===== src/rtl/params_pkg.sv =====
// rtl/params_pkg.sv - shared address widths, TLB entry and FSM state types
package params_pkg;

  localparam int VADDR_WIDTH   = 32;
  localparam int PADDR_WIDTH   = 34;
  localparam int PAGE_OFFSET_W = 12;
  localparam int VPN_W         = 20;
  localparam int PPN_W         = PADDR_WIDTH - PAGE_OFFSET_W;

  typedef logic [VADDR_WIDTH-1:0] vaddr_t;
  typedef logic [PADDR_WIDTH-1:0] paddr_t;
  typedef logic [VPN_W-1:0]       vpn_t;
  typedef logic [PPN_W-1:0]       ppn_t;

  typedef struct packed {
    logic valid;
    vpn_t vpn;
    ppn_t ppn;
  } tlb_entry_t;

  typedef enum logic [1:0] {
    ST_IDLE   = 2'd0,
    ST_LOOKUP = 2'd1,
    ST_WALK   = 2'd2,
    ST_RESP   = 2'd3
  } tlb_state_e;

endpackage


===== src/rtl/tlb_if.sv =====
// rtl/tlb_if.sv - request/response and page-table-walker signals of the TLB
interface tlb_if
  import params_pkg::*;
#(
  parameter int PADDR_WIDTH = params_pkg::PADDR_WIDTH
);
  logic                   req_valid_i;
  logic                   req_ready_o;
  vaddr_t                 req_vaddr_i;
  logic                   resp_valid_o;
  logic                   resp_ready_i;
  logic [PADDR_WIDTH-1:0] resp_paddr_o;
  logic                   resp_error_o;
  logic                   ptw_req_o;
  vaddr_t                 ptw_vaddr_o;
  logic                   ptw_valid_i;
  logic                   ptw_error_i;
  logic [PADDR_WIDTH-1:0] ptw_paddr_i;

  modport slave (
    input  req_valid_i, req_vaddr_i, resp_ready_i, ptw_valid_i, ptw_error_i, ptw_paddr_i,
    output req_ready_o, resp_valid_o, resp_paddr_o, resp_error_o, ptw_req_o, ptw_vaddr_o
  );

  modport master (
    output req_valid_i, req_vaddr_i, resp_ready_i, ptw_valid_i, ptw_error_i, ptw_paddr_i,
    input  req_ready_o, resp_valid_o, resp_paddr_o, resp_error_o, ptw_req_o, ptw_vaddr_o
  );
endinterface


===== src/rtl/tlb_cam.sv =====
// rtl/tlb_cam.sv - tag compare and priority encode over all TLB entries
module tlb_cam
  import params_pkg::*;
#(
  parameter  int NUM_ENTRIES = 4,
  localparam int IDX_W       = $clog2(NUM_ENTRIES)
) (
  input  logic [NUM_ENTRIES-1:0] valid_i,
  input  vpn_t [NUM_ENTRIES-1:0] tags_i,
  input  vpn_t                   vpn_i,
  output logic                   hit_o,
  output logic [IDX_W-1:0]       hit_idx_o,
  output logic [IDX_W-1:0]       free_idx_o,
  output logic                   all_valid_o
);

  logic [NUM_ENTRIES-1:0] match;

  always_comb begin
    match = '0;
    for (int i = 0; i < NUM_ENTRIES; i++) begin
      match[i] = valid_i[i] && (tags_i[i] == vpn_i);
    end
  end

  // Descending scan so the lowest index wins; match is at most one-hot anyway.
  always_comb begin
    hit_idx_o  = '0;
    free_idx_o = '0;
    for (int i = NUM_ENTRIES - 1; i >= 0; i--) begin
      if (match[i])    hit_idx_o  = IDX_W'(i);
      if (!valid_i[i]) free_idx_o = IDX_W'(i);
    end
  end

  assign hit_o       = |match;
  assign all_valid_o = &valid_i;

endmodule


===== src/rtl/tlb.sv =====
// rtl/tlb.sv - fully-associative TLB in front of the page-table walker (optional TLB_FLUSH_EN adds flush_i)
module tlb #(
  parameter int NUM_ENTRIES = 4,
  parameter int PADDR_WIDTH = params_pkg::PADDR_WIDTH
) (
  input  logic   clk_i,
  input  logic   rst_i,
`ifdef TLB_FLUSH_EN
  input  logic   flush_i,
`endif
  tlb_if.slave   bus
);
  import params_pkg::*;

  localparam int IDX_W  = $clog2(NUM_ENTRIES);
  localparam int PPNW_L = PADDR_WIDTH - PAGE_OFFSET_W;

  tlb_state_e                          state_q, state_d;
  vaddr_t                              vaddr_q;
  logic [PADDR_WIDTH-1:0]              resp_paddr_q, resp_paddr_d;
  logic                                resp_error_q, resp_error_d;
  logic [NUM_ENTRIES-1:0]              valid_q;
  vpn_t [NUM_ENTRIES-1:0]              tags_q;
  logic [NUM_ENTRIES-1:0][PPNW_L-1:0]  ppns_q;
  logic [IDX_W-1:0]                    rr_q;
  logic                                flushed_q;

  logic             load_req;
  logic             fill_en;
  logic             cam_hit;
  logic             cam_all_valid;
  logic [IDX_W-1:0] cam_hit_idx;
  logic [IDX_W-1:0] cam_free_idx;
  logic [IDX_W-1:0] fill_idx;
  logic             flush_w;
  logic             unused_paddr_lsbs;

`ifdef TLB_FLUSH_EN
  assign flush_w = flush_i;
`else
  assign flush_w = 1'b0;
`endif

  assign unused_paddr_lsbs = ^bus.ptw_paddr_i[PAGE_OFFSET_W-1:0];

  tlb_cam #(.NUM_ENTRIES(NUM_ENTRIES)) u_cam (
    .valid_i     (valid_q),
    .tags_i      (tags_q),
    .vpn_i       (vaddr_q[31:PAGE_OFFSET_W]),
    .hit_o       (cam_hit),
    .hit_idx_o   (cam_hit_idx),
    .free_idx_o  (cam_free_idx),
    .all_valid_o (cam_all_valid)
  );

  assign fill_idx = cam_all_valid ? rr_q : cam_free_idx;

  always_comb begin
    state_d      = state_q;
    load_req     = 1'b0;
    fill_en      = 1'b0;
    resp_paddr_d = resp_paddr_q;
    resp_error_d = resp_error_q;
    unique case (state_q)
      ST_IDLE: begin
        if (bus.req_valid_i) begin
          load_req = 1'b1;
          state_d  = ST_LOOKUP;
        end
      end
      ST_LOOKUP: begin
        if (cam_hit && !flush_w) begin
          resp_paddr_d = {ppns_q[cam_hit_idx], vaddr_q[PAGE_OFFSET_W-1:0]};
          resp_error_d = 1'b0;
          state_d      = ST_RESP;
        end else begin
          state_d = ST_WALK;
        end
      end
      ST_WALK: begin
        if (bus.ptw_error_i) begin
          resp_paddr_d = '0;
          resp_error_d = 1'b1;
          state_d      = ST_RESP;
        end else if (bus.ptw_valid_i) begin
          resp_paddr_d = {bus.ptw_paddr_i[PADDR_WIDTH-1:PAGE_OFFSET_W],
                          vaddr_q[PAGE_OFFSET_W-1:0]};
          resp_error_d = 1'b0;
          // A flush seen at any point of this walk makes the result stale for caching.
          fill_en      = !flush_w && !flushed_q;
          state_d      = ST_RESP;
        end
      end
      ST_RESP: begin
        if (bus.resp_ready_i) state_d = ST_IDLE;
      end
      default: state_d = ST_IDLE;
    endcase
  end

  always_ff @(posedge clk_i or posedge rst_i) begin
    if (rst_i) begin
      state_q      <= ST_IDLE;
      vaddr_q      <= '0;
      resp_paddr_q <= '0;
      resp_error_q <= 1'b0;
      flushed_q    <= 1'b0;
    end else begin
      state_q      <= state_d;
      resp_paddr_q <= resp_paddr_d;
      resp_error_q <= resp_error_d;
      if (load_req) vaddr_q <= bus.req_vaddr_i;
      if (state_q == ST_WALK) flushed_q <= flushed_q | flush_w;
      else                    flushed_q <= 1'b0;
    end
  end

  always_ff @(posedge clk_i or posedge rst_i) begin
    if (rst_i) begin
      valid_q <= '0;
      tags_q  <= '0;
      ppns_q  <= '0;
      rr_q    <= '0;
    end else if (flush_w) begin
      valid_q <= '0;
      rr_q    <= '0;
    end else if (fill_en) begin
      valid_q[fill_idx] <= 1'b1;
      tags_q[fill_idx]  <= vaddr_q[31:PAGE_OFFSET_W];
      ppns_q[fill_idx]  <= bus.ptw_paddr_i[PADDR_WIDTH-1:PAGE_OFFSET_W];
      if (cam_all_valid) rr_q <= rr_q + 1'b1;
    end
  end

  assign bus.req_ready_o  = (state_q == ST_IDLE);
  assign bus.resp_valid_o = (state_q == ST_RESP);
  assign bus.ptw_req_o    = (state_q == ST_WALK);
  assign bus.ptw_vaddr_o  = vaddr_q;
  assign bus.resp_paddr_o = resp_paddr_q;
  assign bus.resp_error_o = resp_error_q;

endmodule


===== src/flat_wrapper.sv =====
// flat-port wrapper written by rule: the top's interface ports become plain ports
module tlb_flat import params_pkg::*;
#(
  parameter int NUM_ENTRIES = 4,
  parameter int PADDR_WIDTH = params_pkg::PADDR_WIDTH
)
  (clk_i, rst_i, bus_req_valid_i, bus_req_vaddr_i, bus_resp_ready_i, bus_ptw_valid_i, bus_ptw_error_i, bus_ptw_paddr_i, bus_req_ready_o, bus_resp_valid_o, bus_resp_paddr_o, bus_resp_error_o, bus_ptw_req_o, bus_ptw_vaddr_o);
  tlb_if #(.PADDR_WIDTH(PADDR_WIDTH)) bus_i ();
  input  logic clk_i;
  input  logic rst_i;
  input wire logic [$bits(bus_i.req_valid_i)-1:0] bus_req_valid_i;
  input wire logic [$bits(bus_i.req_vaddr_i)-1:0] bus_req_vaddr_i;
  input wire logic [$bits(bus_i.resp_ready_i)-1:0] bus_resp_ready_i;
  input wire logic [$bits(bus_i.ptw_valid_i)-1:0] bus_ptw_valid_i;
  input wire logic [$bits(bus_i.ptw_error_i)-1:0] bus_ptw_error_i;
  input wire logic [$bits(bus_i.ptw_paddr_i)-1:0] bus_ptw_paddr_i;
  output wire logic [$bits(bus_i.req_ready_o)-1:0] bus_req_ready_o;
  output wire logic [$bits(bus_i.resp_valid_o)-1:0] bus_resp_valid_o;
  output wire logic [$bits(bus_i.resp_paddr_o)-1:0] bus_resp_paddr_o;
  output wire logic [$bits(bus_i.resp_error_o)-1:0] bus_resp_error_o;
  output wire logic [$bits(bus_i.ptw_req_o)-1:0] bus_ptw_req_o;
  output wire logic [$bits(bus_i.ptw_vaddr_o)-1:0] bus_ptw_vaddr_o;
  assign bus_i.req_valid_i = bus_req_valid_i;
  assign bus_i.req_vaddr_i = bus_req_vaddr_i;
  assign bus_i.resp_ready_i = bus_resp_ready_i;
  assign bus_i.ptw_valid_i = bus_ptw_valid_i;
  assign bus_i.ptw_error_i = bus_ptw_error_i;
  assign bus_i.ptw_paddr_i = bus_ptw_paddr_i;
  assign bus_req_ready_o = bus_i.req_ready_o;
  assign bus_resp_valid_o = bus_i.resp_valid_o;
  assign bus_resp_paddr_o = bus_i.resp_paddr_o;
  assign bus_resp_error_o = bus_i.resp_error_o;
  assign bus_ptw_req_o = bus_i.ptw_req_o;
  assign bus_ptw_vaddr_o = bus_i.ptw_vaddr_o;
  tlb #(.NUM_ENTRIES(NUM_ENTRIES), .PADDR_WIDTH(PADDR_WIDTH)) u_core (.clk_i(clk_i), .rst_i(rst_i), .bus(bus_i));
endmodule

===== config.mk =====
export PLATFORM = sky130hd
export DESIGN_NAME = tlb_flat
export DESIGN_NICKNAME = d
export VERILOG_FILES = /design/src/rtl/params_pkg.sv /design/src/rtl/tlb_if.sv /design/src/rtl/tlb_cam.sv /design/src/rtl/tlb.sv /design/src/flat_wrapper.sv
export SDC_FILE = /design/constraint.sdc
export NUM_CORES = 1
export LEC_CHECK = 0
export CAP_MARGIN = 20
export CORE_AREA = 2 2 129 181
export DETAILED_ROUTE_END_ITERATION = 6
export DIE_AREA = 0 0 131 183
export GPL_TIMING_DRIVEN = 0
export PLACE_DENSITY = 0.68
export SLEW_MARGIN = 20
export SYNTH_ARGS = -nofsm -noshare
export SYNTH_HDL_FRONTEND = slang
export SYNTH_HIERARCHICAL = 1
export SYNTH_SLANG_ARGS = --single-unit
export TNS_END_PERCENT = 10

===== constraint.sdc =====
create_clock -name clk_i -period 9.9 [get_ports clk_i]
set_input_delay 0.99 -clock clk_i [delete_from_list [all_inputs] [get_ports clk_i]]
set_output_delay 0.99 -clock clk_i [all_outputs]
set_load 0.05 [all_outputs]

==> reports/metrics.csv <==
stage,metric,value,unit
timing,min_period,3.65,ns
timing,skew,0.00793,ns
detailed_routing,vias_per_cell,5.38,
clock_network,cts_max_path_buffers,3,
run,drv_cap,0,
synth,synth.cell_area,11000,um2
synth,synth_enable_flop_cells,0,
clock_network,insertion_delay,0.51,ns
synth,synth.avg_cell_area,14.0,um2
timing,rsz0062_at_grt,false,
finish,synthToLayoutAreaGrowth,23.2,%
clock_network,cts_tree,done,
clock_network,numCtsBuffers,25,
power,swShare,39.3,%
clock_network,cts_setup_buffers,0,
synth,ys_ff_latch,243,
power,comb_power_share,42.9,%
timing,final_hold_viol_count,0,
finish,antenna_cells,0,
clock_network,holdBufCountCts,0,
detailed_routing,antenna_left,0,
setup_path,endpoint_kind,register,
timing,fin_tns_setup,0,ns
timing,holdWs,0.502,ns
setup_path,reg2reg_slack,6.25,ns
global_route,grt_pass1_wl,39900,um
hold_path,hold_start,u_core/ppns_q[79],
floorplanning,die_w,131,um
setup_path,required,10.27,ns
power,netSwitchingPower,1940,uW
finish,drive_above_1_share,30.8,%
synth,async_reset_ff_share,100,%
synth,yosysSeqAreaShare,55.1,%
power,intPower,3000,uW
global_route,grt-ovfl-total,0,
floorplanning,ios,142,
status,status,"complete, no violations",
timing,max_freq,0.274,GHz
floorplanning,core_area,22400,um2
power,irDropWorstVdd,0.000222,V
floorplanning,start_util,49.4,%
setup_path,setup.worst_path.start_class,register,
global_route,antenna_found_initial,0,
detailed_routing,drtIter0Drc,333,
floorplanning,fp.dieH,183,um
global_route,track_usage,21.6,%
power,powerDensity,363,nW/um2
timing,slew_viol_final,0,
power,clkPwrFrac,19.1,%
clock_network,clockRootBuffer,clkbuf_16,
setup_path,crit_path_end,u_core/bus.resp_paddr_o[14],
setup_path,cp_max_fo,10,
finish,nets,1026,
synth,synthCells,791,
synth,syn-num-nets,868,
global_route,grt_max_degree,98,
detailed_routing,drc_errors,0,
timing,relSlewSlack,39.0,%
power,power_frac_seq,38.0,%
detailed_routing,drt_first_pass_iters,4,
floorplanning,fp.dieArea,24000,um2
clock_network,htreeDepth,1,
floorplanning,rows,65,
hold_path,hp-class,reg -> reg,
detailed_routing,wl,25100,um
setup_path,reg2regPathDepth,9,
placement,io_buffers,129,
detailed_routing,vias,6816,
placement,post-dp-hpwl,17200,um
setup_path,critPathKind,reg -> reg,
setup_path,arrival,4.02,ns
synth,ys.flop_type,dfrtp_1,
placement,gp_congestion,0.765,
clock_network,cts_sinks,243,
power,p_leak,0.00585,uW
synth,synth_warnings,6,
clock_network,path_clk_slew,0.06,ns
setup_path,r2r-start,u_core/bus.ptw_vaddr_o[14],
synth,synth.distinct_cells,42,
clock_network,cts_resized,0,
detailed_routing,routedWlPerCell,19.8,um
setup_path,r2r_end,u_core/bus.resp_paddr_o[14],
setup_path,critPathLaunch,u_core/bus.ptw_vaddr_o[14],
timing,worst_pin_slew,0.915,ns
global_route,first_global_vias,7286,
timing,setup_viol,0,
timing,period_share,36.9,%
-- cell families (layout without fill, tap and decap cells) --
| family | count (synthesis) | count (layout) | synth area share (%) |
|---|---|---|---|
| DFF | 243 | 243 | 55.1 |
| muxes | 227 | 227 | 25.5 |
| and+or+nand+nor | 110 | 110 | 6.13 |
| xor gates and xnor gates | 82 | 82 | 6.51 |
| AOI/OAI and AO/OA | 66 | 66 | 3.50 |
| buffers and inverters | 58 | 234 | 2.71 |
| adders and majority gates | 5 | 5 | 0.567 |
-- routing by layer --
layer / GRT usage (%) / vias to the layer above / wire length [um]
met5: 0 / - / 0
met4: 6.30 / 0 / 684
met1: 26.4 / 3516 / 10000
li1: - / 3135 / -
met3: 2.89 / 47 / 861
met2: 39.4 / 118 / 13600
-- cell usage after synthesis (7+ instances only) --
cell type | number | area [um2]
a31oi_1 | 22 | 138
dfrtp_1 | 243 | 6080
nand2_1 | 27 | 101
xor2_1 | 35 | 307
nor4_1 | 8 | 50.1
mux2_2 | 197 | 2220
clkbuf_1 | 14 | 52.6
buf_6 | 8 | 90.1
xnor2_1 | 47 | 412
mux4_2 | 22 | 495
inv_1 | 17 | 63.8
a21oi_1 | 24 | 120
buf_2 | 11 | 55.1
nand4_1 | 22 | 138
nand2b_1 | 26 | 163
o21ai_0 | 12 | 60.1
nand3_1 | 7 | 35.0
-- cell type report --
cell class	count	area, um2
fillers	1815	8770
plain buffers	41	235
repair buffers	131	1350
inverters	17	71.3
clock inverters	12	113
clock buffers	33	716
well taps	301	377
multi-input cells	490	4660
flip-flops and latches	243	6080
-- worst max-delay path: stages (launching register included) --
cell	delay, ns
dfrtp_1	0.58
xor2_1	0.25
nor4_1	0.53
nand4_1	0.20
a2bb2oi_1	0.20
a311oi_2	0.54
clkbuf_1	0.61
mux4_2	0.41
nand2b_1	0.10
a31oi_1	0.08
-- worst min path at each step --
stage | to | slack, ns | cells after the start
finish | u_core/ppns_q[79] | 0.50 | 1
global route | u_core/ppns_q[47] | 0.51 | 1
CTS | u_core/ppns_q[47] | 0.50 | 1
detailed placement | u_core/ppns_q[14] | 0.49 | 1
global placement | u_core/ppns_q[28] | 0.48 | 1
floorplan | u_core/valid_q[1] | 0.47 | 1
-- power groups by stage --
stage	registers (uW)	clock network [uW]	logic [uW]
CTS	1880	967	2140
detailed placement	1890	0	2130
global route	1950	1010	2260
floorplan	2250	0	1090
finish	1880	944	2120
global placement	1880	0	2100
-- state kept, by name, summed over array words and instances (netlist names) --
| register | flops |
|---|---|
| u_core/state_q | 2 |
| u_core/tags_q | 80 |
| u_core/bus.resp_paddr_o | 34 |
| u_core/ppns_q | 88 |
| u_core/rr_q | 2 |
| u_core/bus.resp_error_o | 1 |
| u_core/valid_q | 4 |
| u_core/bus.ptw_vaddr_o | 32 |
-- layout by cell type, fill, tap and decap left out, types with 3 or more instances in the layout --
cell type          n
o21ai_0           12
a31oi_1           22
buf_1              6
nand2_1           27
nand2b_1          26
nand3_1            7
clkbuf_16         25
a21oi_1           24
xor2_1            35
xnor2_1           47
buf_2             11
mux4_2            22
buf_6              8
nand4_2            3
inv_1             16
mux2_2           197
clkbuf_1          16
mux2_1             6
dfrtp_1          243
clkbuf_8           6
clkdlybuf4s50_1  129
ha_1               5
nor4_1             8
nand4_1           22
clkinv_2           9
-- per-stage QoR --
stage          std cells  setup slack [ns]  instance area (um2)  total power [uW]  util (%)
5_1_grt             1268              6.05                13600              5220      60.8
2_1_floorplan        791              2.24                11000              3340         -
4_1_cts             1268              6.21                13600              4990      60.8
3_5_place_dp        1223              6.23                12800              4030      57.1
6_report            1268              6.25                13600              4940      60.8
3_3_place_gp        1221             -1.13                12700              3980      56.8
No activity file was read; power rests on OpenSTA's default activity.
==> RTL edit 1, RTL diff (same settings) <==
Encoding of `tlb_state_e`: now Gray code (2 bits for 4 states).
--- a/src/rtl/params_pkg.sv
+++ b/src/rtl/params_pkg.sv
@@ -19,10 +19,10 @@
   } tlb_entry_t;
 
   typedef enum logic [1:0] {
-    ST_IDLE   = 2'd0,
-    ST_LOOKUP = 2'd1,
-    ST_WALK   = 2'd2,
-    ST_RESP   = 2'd3
+    ST_IDLE   = 2'b00,
+    ST_LOOKUP = 2'b01,
+    ST_WALK   = 2'b11,
+    ST_RESP   = 2'b10
   } tlb_state_e;
 
 endpackage
Formal check against the unedited RTL: same outputs for any inputs over 4 cycles, from zero or initial values and one cycle with rst_i high; so few cycles prove little.
==> RTL edit 1 against the original RTL <==
Sequential cell count stayed put. Cell area is 3.4% higher. Sequential share of layout area is 1.5 points lower. Global-route usage is 0.66 points higher. Synthesized cell count stayed put. Worst setup slack worse by 500 ps. Critical endpoint is now u_core/bus.resp_paddr_o[18]$_DFFE_PP0P_. Hold slack worse by 9.6 ps. Largest power group unchanged. Wire length is 4.8% higher. Total power hardly changed. Clock skew is 2.7 ps higher. Synthesized area is 4.2% higher. Highest routed layer unchanged.
==> RTL edit 1: results (changes against the original RTL) <==
Status - completed (unchanged)
Mux contribution to synthesized area - 27.94% (was 25.49%)
FF-to-FF End - u_core/bus.resp_paddr_o[18]$_DFFE_PP0P_ (was u_core/bus.resp_paddr_o[14]$_DFFE_PP0P_)
Drt first pass iters - 5 (was 4)
Post-synthesis xor/xnor area fraction - 6.243% (was 6.506%)
GR Util met1 - 28.44% (was 26.45%)
Pin count of the biggest net entering global routing - 83 (was 98)
Worst r2r path cells - 10 (was 9)
DR iter-0 viols - 304 (was 333)
Pre-CTS setup slack - 5754 ps (was 6234 ps)
Synth Area in Compound Gates - 5.101% (was 3.503%)
WL/cell - 20.80 um (was 19.82 um)
Hold Startpoint - u_core/ppns_q[18]$_DFFE_PP0P_ (was u_core/ppns_q[79]$_DFFE_PP0P_)
Synth cell count leaders - 243 x dfrtp_1, 124 x mux2_2, 117 x mux2_4 (was 243 x dfrtp_1, 197 x mux2_2, 47 x xnor2_1)
Placed Cells - 1,224 (was 1,223)
Leakage Power - 6.171 nW (was 5.848 nW)
Vias per std cell - 5.444 (was 5.375)
VDD IR-drop max - 0.1970 mV (was 0.2219 mV)
First-pass GRT wire length - 41,320 um (was 39,880 um)
Synth Net Count - 863 (was 868)
Initial antenna violation count - 1 (was 0)
Post-Synth Adder-Cell Area - 0% (was 0.5668%)
Reg2reg setup slack - 5740 ps (was 6250 ps)
Sequential share of the synthesized area - 52.86% (was 55.09%)
Hold_ws - 492.3 ps (was 501.9 ps)
Post-layout net count - 1,022 (was 1,026)
Layout cells sized above 1 - 34.30% (was 30.82%)
Critical path origin - u_core/bus.ptw_vaddr_o[31]$_DFFE_PP0P_ (was u_core/bus.ptw_vaddr_o[14]$_DFFE_PP0P_)
Layout Cells excl Fill - 1,266 (was 1,268)
Hold Crit Endpoint - u_core/ppns_q[18]$_DFFE_PP0P_ (was u_core/ppns_q[79]$_DFFE_PP0P_)
All-layer global routing usage - 22.28% (was 21.62%)
Post-DP HPWL - 17,950 um (was 17,240 um)
Slowest-stage cell, CP - nor4_1 (was clkbuf_1)
Crit-path max cell delay - 680 ps (was 610 ps)
Synth unique cells - 43 (was 42)
Clock skew - 10.62 ps (was 7.931 ps)
GR Util met2 - 39.05% (was 39.36%)
Area contributors post-synth - dfrtp_1 53%, mux2_4 15%, mux2_2 12% (was dfrtp_1 55%, mux2_2 20%, mux4_2 4.5%)
Vias in the first global route - 7,272 (was 7,286)
==> RTL edit 1: worst max-delay path by stage <==
stage	to	cells after the start	slack (ps)
floorplan	u_core/bus.ptw_vaddr_o[0]$_DFFE_PP0P_	1	2240
global placement	u_core/ppns_q[70]$_DFFE_PP0P_	2	-970
detailed placement	u_core/bus.resp_paddr_o[25]$_DFFE_PP0P_	10	5750
CTS	u_core/bus.resp_paddr_o[18]$_DFFE_PP0P_	10	5690
global route	u_core/bus.resp_paddr_o[21]$_DFFE_PP0P_	10	5660
finish	u_core/bus.resp_paddr_o[18]$_DFFE_PP0P_	10	5740
==> RTL edit 1: power groups by stage <==
stage | clock network (mW) | registers [mW] | logic (mW)
after detailed placement | 0 | 1.85 | 2.19
after floorplan | 0 | 2.22 | 1.15
after CTS | 0.946 | 1.84 | 2.20
after global placement | 0 | 1.84 | 2.16
after global routing | 0.984 | 1.90 | 2.32
final | 0.918 | 1.84 | 2.18
==> RTL edit 1: worst max-delay path, delay by kind of cell (launching register included) <==
kind	cells	cell delay (ps)
AO/OA/AOI/OAI	4	1030
AND/OR/NAND/NOR	2	970
buffers and inverters	2	820
flip-flops	1	550
multiplexers	1	400
XOR/XNOR	1	240
==> RTL edit 1: cell type report <==
type                       count  area (um^2)
buffer                        50        390.4
clock buffer                  34        729.5
multi-input combinational    483         4976
clock inverter                 8        67.56
fill                        1765         8307
inverter                      15        63.81
timing repair buffer         132         1374
tap                          301        376.6
sequential                   243         6081
==> RTL edit 1: per-layer routing <==
metal	share of wire (%)	wire length, um
met1	42	10950
met2	52	13780
met3	3.4	898
met4	2.7	709
met5	0	0
==> RTL edit 2, RTL diff (same flow settings) <==
Without the edit above. `resp_paddr_q` no longer has a reset.
--- a/src/rtl/tlb.sv
+++ b/src/rtl/tlb.sv
@@ -102,17 +102,19 @@
     if (rst_i) begin
       state_q      <= ST_IDLE;
       vaddr_q      <= '0;
-      resp_paddr_q <= '0;
       resp_error_q <= 1'b0;
       flushed_q    <= 1'b0;
     end else begin
       state_q      <= state_d;
-      resp_paddr_q <= resp_paddr_d;
       resp_error_q <= resp_error_d;
       if (load_req) vaddr_q <= bus.req_vaddr_i;
       if (state_q == ST_WALK) flushed_q <= flushed_q | flush_w;
       else                    flushed_q <= 1'b0;
     end
+  end
+
+  always_ff @(posedge clk_i) begin
+    resp_paddr_q <= resp_paddr_d;
   end
 
   always_ff @(posedge clk_i or posedge rst_i) begin
Formal check against the unedited RTL: differs if rst_i is asserted again (counterexample within 4 cycles, from zero or initial values and one cycle with rst_i high); with rst_i held inactive, the same outputs for 4 cycles.
==> RTL edit 2 against the original RTL <==
Wire length decreased by 2.9%. Sequential cell count is the same. Via count fell by 5.1%. Cell area fell by 0.22%. Sequential share of layout area up 1.4 points. Synthesized area decreased by 0.35%. First-iteration DRC count down 0.30%. Utilization shrank 0.13 points. Clock skew increased by 4.6 ps. Worst setup slack lost 140 ps. Total power is 0.54% lower. Critical endpoint is now u_core/bus.resp_paddr_o[29]$_DFFE_PP_.
==> RTL edit 2: results (changes against the original RTL) <==
Status - completed (unchanged)
Met3 routed WL - 877 um (was 861 um)
Area of the multi-input gates - 4461 um^2 (was 4658 um^2)
Leakage Power - 5.786 nW (was 5.848 nW)
Worst path top cell family by delay - compound AO/OA/AOI/OAI gates (was simple AND/OR/NAND/NOR gates)
Layout non-clock buf frac - 11.31% (was 11.63%)
Number of flops mapped to enable cells by yosys - 34 (was 0)
WL/cell - 20.14 um (was 19.82 um)
Seq. cell area - 6251 um^2 (was 6081 um^2)
Synth unique cells - 47 (was 42)
Sequential share of the synthesized area - 56.83% (was 55.09%)
Layout cells sized above 1 - 32.71% (was 30.82%)
Mux contribution to synthesized area - 26.41% (was 25.49%)
GR Util met1 - 25.61% (was 26.45%)
All-layer global routing usage - 21.19% (was 21.62%)
Slew HR - 43.07% (was 39.01%)
Post-Synth Adder-Cell Area - 0.5688% (was 0.5668%)
First-pass GRT wire length - 39,160 um (was 39,880 um)
DR iter-0 viols - 332 (was 333)
Non-clock inverter count - 26 (was 17)
Post-layout net count - 969 (was 1,026)
Area contributors post-synth - dfrtp_1 48%, mux2_2 17%, edfxtp_1 9.3% (was dfrtp_1 55%, mux2_2 20%, mux4_2 4.5%)
Internal power - 3.049 mW (was 2.998 mW)
Synth Net Count - 812 (was 868)
Post-synthesis xor/xnor area fraction - 6.529% (was 6.506%)
GR met3 Demand/Resource - 2.596% (was 2.888%)
## RTL edit 2: cell types whose count changed after synthesis, sizes merged, moves of 3 or more
cell	unedited run	this run
a21oi	24	2
nor3b	0	3
inv	17	26
nand4	25	10
o22ai	0	21
edfxtp	0	34
clkbuf	14	11
buf	27	22
a31oi	22	0
nand2b	26	2
and2	2	14
dfrtp	243	209
o21ai	13	3
## RTL edit 2: final timing paths
path,start,to,cells past startpoint
worst max register to register,u_core/bus.ptw_vaddr_o[14]$_DFFE_PP0P_,u_core/bus.resp_paddr_o[29]$_DFFE_PP_,9
worst max-delay path,u_core/bus.ptw_vaddr_o[14]$_DFFE_PP0P_,u_core/bus.resp_paddr_o[29]$_DFFE_PP_,9
max in group asynchronous,rst_i,u_core/bus.ptw_vaddr_o[7]$_DFFE_PP0P_,3
worst min-delay path,u_core/ppns_q[43]$_DFFE_PP0P_,u_core/ppns_q[43]$_DFFE_PP0P_,1
worst min register to register,u_core/ppns_q[43]$_DFFE_PP0P_,u_core/ppns_q[43]$_DFFE_PP0P_,1
min in group asynchronous,rst_i,u_core/tags_q[31]$_DFFE_PP0P_,2
## RTL edit 2: per-stage QoR
stage	cells	setup slack, ps	area [um^2]	power (mW)	hold WS [ps]
after global routing	1212	5883	13570	5.187	512.7
final	1212	6110	13570	4.911	489.7
after CTS	1212	6125	13570	4.962	495.4
after global placement	1164	873.3	12660	3.898	462.1
after floorplan	735	3201	11000	3.338	453.2
after detailed placement	1166	6138	12730	4.002	481.6
## RTL edit 2: cells by family (layout without fill, tap and decap cells)
logic type	count (synthesis)	count (layout)
adder cells (fa/ha/maj)	5	5
multiplexers	226	226
flip-flops	243	243
buffers and inverters	59	235
AND/OR/NAND/NOR	87	87
AO/OA/AOI/OAI	33	33
XOR/XNOR	82	82
